## src/rtl/fp32_uart_pkg.sv

```systemverilog
// Shared fp32 UART definitions: FSM state encoding and default framing.
// Used by both the transmit and receive sides.
package fp32_uart_pkg;

    typedef enum logic [2:0] {
        ST_IDLE,
        ST_START,
        ST_DATA,
        ST_STOP,
        ST_GAP
    } uart_state_e;

    localparam int DEF_CLKS_PER_BIT = 444;
    localparam int DEF_NUM_BYTES    = 4;

endpackage

```

## src/rtl/fp32_uart_baud_cnt.sv

```systemverilog
// Bit-period counter: counts 0..CLKS_PER_BIT-1 and flags the last cycle.
// Held at zero while clear_i is high.
module fp32_uart_baud_cnt
    import fp32_uart_pkg::*;
#(
    parameter int CLKS_PER_BIT = DEF_CLKS_PER_BIT
) (
    input  logic CLK_I,
    input  logic RSTL_I,
    input  logic clear_i,
    output logic bit_end_o
);

    localparam int CW = (CLKS_PER_BIT > 1) ? $clog2(CLKS_PER_BIT) : 1;
    localparam logic [CW-1:0] LAST = CW'(CLKS_PER_BIT - 1);

    logic [CW-1:0] cnt_q;
    logic [CW-1:0] cnt_d;

    assign bit_end_o = (cnt_q == LAST);

    always_comb begin
        cnt_d = cnt_q + 1'b1;
        if (clear_i || bit_end_o) begin
            cnt_d = '0;
        end
    end

    always_ff @(posedge CLK_I or negedge RSTL_I) begin
        if (!RSTL_I) begin
            cnt_q <= '0;
        end else begin
            cnt_q <= cnt_d;
        end
    end

endmodule

```

## src/rtl/fp32_uart_tx.sv

```systemverilog
// fp32 UART transmitter: sends one 32-bit word as NUM_BYTES 8N1 frames,
// LSB byte first, each frame followed by an extra high gap bit.
module fp32_uart_tx
    import fp32_uart_pkg::*;
#(
    parameter int CLKS_PER_BIT = DEF_CLKS_PER_BIT,
    parameter int NUM_BYTES    = DEF_NUM_BYTES
) (
    input  logic        CLK_I,
    input  logic        RSTL_I,
    input  logic        TX_VALID_I,
    input  logic [31:0] TX_DATA_I,
    output logic        TX_READY_O,
    output logic        UART_TX_O,
    output logic        TX_DONE_O
);

    localparam int BW = $clog2(NUM_BYTES + 1);
    localparam logic [BW-1:0] LAST_BYTE = BW'(NUM_BYTES - 1);

    uart_state_e   state_q;
    logic [31:0]   shift_q;
    logic [2:0]    bit_q;
    logic [BW-1:0] byte_q;
    logic          tx_q;
    logic          ready_q;
    logic          done_q;

    logic          bit_end;
    logic          handshake;
    logic          baud_clear;

    assign handshake  = TX_VALID_I && ready_q;
    assign baud_clear = (state_q == ST_IDLE);

    assign TX_READY_O = ready_q;
    assign UART_TX_O  = tx_q;
    assign TX_DONE_O  = done_q;

    fp32_uart_baud_cnt #(
        .CLKS_PER_BIT(CLKS_PER_BIT)
    ) u_baud (
        .CLK_I     (CLK_I),
        .RSTL_I    (RSTL_I),
        .clear_i   (baud_clear),
        .bit_end_o (bit_end)
    );

    always_ff @(posedge CLK_I or negedge RSTL_I) begin
        if (!RSTL_I) begin
            state_q <= ST_IDLE;
            shift_q <= '0;
            bit_q   <= '0;
            byte_q  <= '0;
            tx_q    <= 1'b1;
            ready_q <= 1'b1;
            done_q  <= 1'b0;
        end else begin
            done_q <= 1'b0;
            unique case (state_q)
                ST_IDLE: begin
                    if (handshake) begin
                        state_q <= ST_START;
                        shift_q <= TX_DATA_I;
                        bit_q   <= '0;
                        byte_q  <= '0;
                        tx_q    <= 1'b0;
                        ready_q <= 1'b0;
                    end
                end
                ST_START: begin
                    if (bit_end) begin
                        state_q <= ST_DATA;
                        tx_q    <= shift_q[0];
                    end
                end
                // Shifting once per data bit leaves the next byte at [7:0].
                ST_DATA: begin
                    if (bit_end) begin
                        shift_q <= {1'b0, shift_q[31:1]};
                        bit_q   <= bit_q + 1'b1;
                        if (bit_q == 3'd7) begin
                            state_q <= ST_STOP;
                            tx_q    <= 1'b1;
                        end else begin
                            tx_q <= shift_q[1];
                        end
                    end
                end
                ST_STOP: begin
                    if (bit_end) begin
                        state_q <= ST_GAP;
                    end
                end
                ST_GAP: begin
                    if (bit_end) begin
                        byte_q <= byte_q + 1'b1;
                        if (byte_q == LAST_BYTE) begin
                            state_q <= ST_IDLE;
                            ready_q <= 1'b1;
                            done_q  <= 1'b1;
                        end else begin
                            state_q <= ST_START;
                            tx_q    <= 1'b0;
                        end
                    end
                end
                default: begin
                    state_q <= ST_IDLE;
                end
            endcase
        end
    end

endmodule

```

## config.mk

```make
export PLATFORM = sky130hd
export DESIGN_NAME = fp32_uart_tx
export DESIGN_NICKNAME = d
export VERILOG_FILES = /design/src/rtl/fp32_uart_pkg.sv /design/src/rtl/fp32_uart_baud_cnt.sv /design/src/rtl/fp32_uart_tx.sv
export SDC_FILE = /design/constraint.sdc
export NUM_CORES = 1
export LEC_CHECK = 0
export BUFFER_PORTS_ARGS = -buffer_cell sky130_fd_sc_hd__buf_2
export CAP_MARGIN = 20
export CORE_MARGIN = 3
export CORE_UTILIZATION = 57
export DETAILED_ROUTE_END_ITERATION = 10
export GPL_TIMING_DRIVEN = 0
export HOLD_SLACK_MARGIN = 0.15
export PLACE_DENSITY = 0.79
export SLEW_MARGIN = 20
export SYNTH_ARGS = -nofsm -noshare
export SYNTH_HDL_FRONTEND = slang
export SYNTH_SLANG_ARGS = --single-unit
```

## constraint.sdc

```tcl
create_clock -name CLK_I -period 2.4 [get_ports CLK_I]
set_input_delay 0.12 -clock CLK_I [delete_from_list [all_inputs] [get_ports CLK_I]]
set_output_delay 0.12 -clock CLK_I [all_outputs]
set_load 0.01 [all_outputs]
```

# After elaboration in Yosys (flattened, before gate mapping)
# Cells that the tools add are included.
[word_totals] register_bits=53 latchBits=0 ramBits=0 rom_bits=0 inputBits=35 elab_cells=67 memories=0
[classes] add_sub_neg=3 mul=0 div=0 order_cmp=0 n_eq_ne=15 shifts=0 n_mux=30 bitwise_logic=0 n_reduce_logical=11
[op_table] cell="$mux 32" count=2
[op_table] cell="$pmux 32 s2" count=1
[op_table] cell="$mux 3" count=9
[op_table] cell="$pmux 3 s5" count=1
[op_table] cell="$mux 1" count=12
[op_table] cell="$pmux 3 s2" count=2
[op_table] cell="$reduce_and 6->1" count=2
[op_table] cell="$add 9x1->9 const B" count=1
[op_table] cell="$eq 3x2->1 const B" count=3
[op_table] cell="$eq 9x9->1 const B" count=1
[op_table] cell="$mux 9" count=1
[op_table] cell="$ne 2x1->1 const B" count=4
[op_table] cell="$ne 2x2->1 const B" count=4
[op_table] cell="$add 3x1->3 const B" count=2
[op_table] cell="$eq 3x3->1 const B" count=2
[op_table] cell="$reduce_and 3->1" count=2
[op_table] cell="$pmux 1 s4" count=1
[op_table] cell="$reduce_and 4->1" count=1
[op_table] cell="$reduce_bool 2->1" count=2
[op_table] cell="$reduce_bool 4->1" count=1
[op_table] cell="$eq 3x1->1 const B" count=1
[op_table] cell="$logic_not 3->1" count=1
[op_table] cell="$pmux 1 s2" count=1
[op_table] cell="$logic_and 1x1->1" count=1
[op_table] cell="$logic_or 1x1->1" count=1

# Longest topological paths before layout
[depth] ltp_word=4 mapped_depth=7 depth_no_buf=6

# Modules after synthesis
# From an unflattened synthesis, not the netlist that was laid out.
[hier_totals] cells_unflattened=254 hier_area_um2=2687.6
[modules_own_cells] module="fp32_uart_tx" instances=1 cells_per_inst=207 area_each_um2=2207.1
[modules_own_cells] module="fp32_uart_baud_cnt" instances=1 cells_per_inst=47 area_each_um2=480.5

# Worst setup path after synthesis
# Ideal clock, no wire load.
[synth_path] path_type="register -> register" startpoint="register u_baud.cnt_q[0]" endpoint="register shift_q[10]" setup_ns=0.125 t_arrival_ns=1.611 required_ns=2.275 path_slack_ns=0.664 path_stages_with_launch=7 n_path_buf=1 period_less_slack_ns=1.736 path_cell_list="dfrtp_1 -> ha_1 -> and4_1 -> and2_4 -> a21o_4 -> buf_6 -> mux2_4"
[synth_between] elab_chain_cells=3
[synth_rtl] element="start, declared" line_no="fp32_uart_baud_cnt.sv:17" rtl="logic [CW-1:0] cnt_q;"
[synth_rtl] element="start signal, assigned" line_no="fp32_uart_baud_cnt.sv:33" rtl="cnt_q <= cnt_d;"
[synth_rtl] element="$eq 9x9->1" line_no="fp32_uart_baud_cnt.sv:20" rtl="assign bit_end_o = (cnt_q == LAST);"
[synth_rtl] element="$ne 2x1->1 (no line)"
[synth_rtl] element="$reduce_and 3->1 (no line)"
[synth_rtl] element="end signal, assigned" line_no="fp32_uart_tx.sv:80" rtl="shift_q <= {1'b0, shift_q[31:1]};"
[synth_rtl] element="end, declared" line_no="fp32_uart_tx.sv:22" rtl="logic [31:0] shift_q;"
# No other way between the ends.
# A chain may end at the register's enable or synchronous reset.

# Worst setup path after layout
[layout_path] startpoint="register state_q[2]" endpoint="register shift_q[16]"
[layout_between] elab_chain_cells=3 word_cells_on_any_way=7
[layout_rtl] element="start, declared" line_no="fp32_uart_tx.sv:21" rtl="uart_state_e state_q;"
[layout_rtl] element="start signal, assigned" line_no="fp32_uart_tx.sv:51" rtl="state_q <= ST_IDLE;"
[layout_rtl] element="start signal, assigned" line_no="fp32_uart_tx.sv:63" rtl="state_q <= ST_START;"
[layout_rtl] element="start signal, assigned" line_no="fp32_uart_tx.sv:73" rtl="state_q <= ST_DATA;"
[layout_rtl] element="$eq 3x2->1 / $logic_not 3->1 (equally long branches)" line_no="fp32_uart_tx.sv:60" rtl="unique case (state_q)"
[layout_rtl] element="$ne 2x1->1 (no line), or another cell as far along"
[layout_rtl] element="$reduce_and 3->1 (no line)"
# Several ways; a longest one is shown, not always the timed one.

==> results.cfg <==
[status]
outcome = complete, no violations

[floorplanning]
floorplan.initialDensity_pct = 59.5
placeableCoreArea_um2 = 4750
pin_count = 38
floorplan.die_area_um2 = 5850
chipHeight_um = 76.5
placement_rows = 25
die_w_um = 76.5

[timing]
hold-worst-slack_ps = 156
setup-violations-final = 0
finalCritPeriodShare_pct = 79.1
max_clock_freq_mhz = 527
clock-skew-final_ps = 8.79
max_slew.worst_pin.slew_ps = 639
maxSlewHeadroom_pct = 57.4
sum_of_negative_setup_slack_ps = 0
timing.final.crit_period_ps = 1900
drv_slew = 0
report.final.hold_viol_count = 0
grt_setup_unrepaired = no

[global_routing]
first_global_vias = 1888
grt_antenna_before_repair = 0
grt_max_degree = 54
grt_use_total_pct = 18.5
globalRouteOverflowTotal = 0
grt_first_pass_wirelength_mm = 8.76

[critical_path]
cp-end-kind = register
cp.required_ps = 2610
crit_fanout = 10
crit_path_start_kind = register
critical_path_class = reg -> reg
arrival_ps = 2110

[drt]
firstDrtPassIters = 4
route.detailed.vias_per_inst = 5.35
route.antenna.remaining_nets = 0
wl_mm = 4.95
routed-via-count = 1819
first_iter_violations = 62
wire_length_per_cell_after_detailed_routing_um = 14.6
drc = 0

[yosys]
synth_top_area_cell = sky130_fd_sc_hd__dfrtp_1
syn-num-nets = 260
yosys_warnings = 0
synthesis.instances = 220
post_synth_instance_area_um2 = 2830
postSynthRegisterBits = 53
synth_top_area_share_pct = 45.1
yosys.cell_count.top_type = sky130_fd_sc_hd__dfrtp_1
post_synth_most_frequent_cells = sky130_fd_sc_hd__dfrtp_1, sky130_fd_sc_hd__mux2_2, sky130_fd_sc_hd__mux2_4
netlist_top_cells_area = sky130_fd_sc_hd__dfrtp_1, sky130_fd_sc_hd__mux2_4, sky130_fd_sc_hd__mux2_2
synth_area_per_cell_um2 = 12.9
synth_enable_flop_cells = 0
synth_async_sr_flop_share_pct = 100
synth-seq-area-share_pct = 46.9
synth_ff_type = sky130_fd_sc_hd__dfrtp_1
synthDistinctLibCells = 40

[clocking]
cts_buffer_depth = 2
tritoncts = built
cts-buffers-inserted = 5
cts.sinks = 53
cts_max_level = 2
cts.root.buffer_cell = sky130_fd_sc_hd__clkbuf_8
clock_insertion_delay_worst_skew_ps = 320
register_clock_pin_slew_on_the_reported_worst_setup_and_hold_paths_ps = 100
postCtsSetupRepairBufs = 0

[layout]
final_core_util_pct = 68.9
post_route_cells_drive_above_1_share_pct = 45.4
diodes_inserted = 0
area_delta_synth_final_pct = 15.8
stdcell_area_um2 = 3280
area.sequential_um2 = 1330
instances_no_fill = 340
finish.net_count = 312
multi_input_comb_area_um2 = 1390
num-fill-cells = 374

[place]
routabilityCongestion = 0.772
detailedPlacementHpwl_mm = 3.50
place_area_um2 = 3100
port_buffers = 37
numPlacedInstances = 324

[worst_hold_path]
worst_hold_path_type = in -> reg

[pwr]
power.ir.vdd_worst_v = 0.000304
power_density_nw_per_um2 = 460
p_leak_nw = 1.51

[flow_run]
drv_cap = 0
sequential cells by signal (all words and copies together) (netlist names):
signal,cells
shift_q,32
u_baud.cnt_q,9
bit_q,3
byte_q,3
state_q,3
TX_DONE_O,1
TX_READY_O,1
UART_TX_O,1
area by class of cell:
cell class | count | share of cell area, %
inverters | 6 | 0.687
well taps | 67 | 2.56
clock buffers | 5 | 2.10
flip-flops and latches | 53 | 40.5
repair buffers | 45 | 8.17
multi-input cells | 149 | 42.5
plain buffers | 12 | 2.60
clock inverters | 3 | 0.802
where the power goes:
group	internal (mW)	switching, mW
combinational	0.0480	0.0329
clock	0.213	0.320
sequential	0.892	0
critical path, cell delays in order, from the launching register on:
cell and delay [ps]:
sky130_fd_sc_hd__dfrtp_1 370, sky130_fd_sc_hd__buf_4 150, sky130_fd_sc_hd__nand2b_4 150, sky130_fd_sc_hd__nor2_4 250
sky130_fd_sc_hd__buf_4 250, sky130_fd_sc_hd__mux2_2 350, sky130_fd_sc_hd__mux2_4 260
kinds of logic after synthesis:
logic type / Yosys count / synth area share, %
AO/OA/AOI/OAI: 23 / 5.84
XOR/XNOR: 9 / 2.78
adder cells (fa/ha/maj): 5 / 2.21
buffers and inverters: 18 / 3.80
flip-flops: 53 / 46.9
multiplexers: 63 / 28.9
AND/OR/NAND/NOR: 49 / 9.50
layout by cell type, fill, tap and decap left out, types with 2 or more instances in the layout:
| master | netlist | routed |
|---|---|---|
| sky130_fd_sc_hd__dfstp_2 | 2 | 2 |
| sky130_fd_sc_hd__clkinvlp_4 | 0 | 2 |
| sky130_fd_sc_hd__dfrtp_1 | 51 | 51 |
| sky130_fd_sc_hd__mux2_2 | 34 | 34 |
| sky130_fd_sc_hd__nand4_1 | 2 | 2 |
| sky130_fd_sc_hd__mux2_4 | 29 | 29 |
| sky130_fd_sc_hd__nand3_1 | 9 | 9 |
| sky130_fd_sc_hd__clkbuf_8 | 0 | 5 |
| sky130_fd_sc_hd__buf_6 | 3 | 3 |
| sky130_fd_sc_hd__o22ai_1 | 2 | 2 |
| sky130_fd_sc_hd__buf_4 | 4 | 5 |
| sky130_fd_sc_hd__clkbuf_1 | 3 | 3 |
| sky130_fd_sc_hd__buf_2 | 2 | 38 |
| sky130_fd_sc_hd__o21ai_0 | 5 | 5 |
| sky130_fd_sc_hd__a32o_1 | 3 | 3 |
| sky130_fd_sc_hd__nor3_1 | 5 | 5 |
| sky130_fd_sc_hd__nand2_1 | 6 | 6 |
| sky130_fd_sc_hd__nor4_1 | 2 | 2 |
| sky130_fd_sc_hd__nand3b_1 | 2 | 2 |
| sky130_fd_sc_hd__a21oi_1 | 5 | 5 |
| sky130_fd_sc_hd__xor2_1 | 4 | 4 |
| sky130_fd_sc_hd__dlygate4sd3_1 | 0 | 8 |
| sky130_fd_sc_hd__ha_1 | 5 | 5 |
| sky130_fd_sc_hd__inv_1 | 6 | 6 |
| sky130_fd_sc_hd__xnor2_1 | 5 | 5 |
| sky130_fd_sc_hd__nor2_1 | 14 | 14 |
routing by layer:
metal	wire [um]	track usage (%)
met2	2400	30.0
met3	189	2.96
met4	87	8.70
met5	0	0
met1	2280	24.4
path summary, 6_finish.rpt:
path	startpoint	to	slack (ps)	cells after the start
min in group asynchronous	RSTL_I	shift_q[29]$_DFFE_PN0P_	360	2
max	state_q[2]$_DFFE_PN0P_	shift_q[16]$_DFFE_PN0P_	500	6
max in group asynchronous	RSTL_I	byte_q[0]$_DFFE_PN0P_	1620	2
min	TX_DATA_I[7]	shift_q[7]$_DFFE_PN0P_	160	3
min reg2reg	u_baud.cnt_q[0]$_DFF_PN0_	u_baud.cnt_q[0]$_DFF_PN0_	500	1
max reg2reg	state_q[2]$_DFFE_PN0P_	shift_q[16]$_DFFE_PN0P_	500	6
what timing repair did:
item,4_1_cts,5_1_grt
hold endpoints to repair,58,0
hold buffers,8,0
gates resized for setup,0,0
per-stage QoR:
stage	power [mW]	worst slack (ps)
2_1_floorplan	0.935	664
3_3_place_gp	0.980	515
3_5_place_dp	0.982	489
4_1_cts	1.52	479
5_1_grt	1.56	407
6_report	1.51	501
No activity file was read; power rests on OpenSTA's default activity.
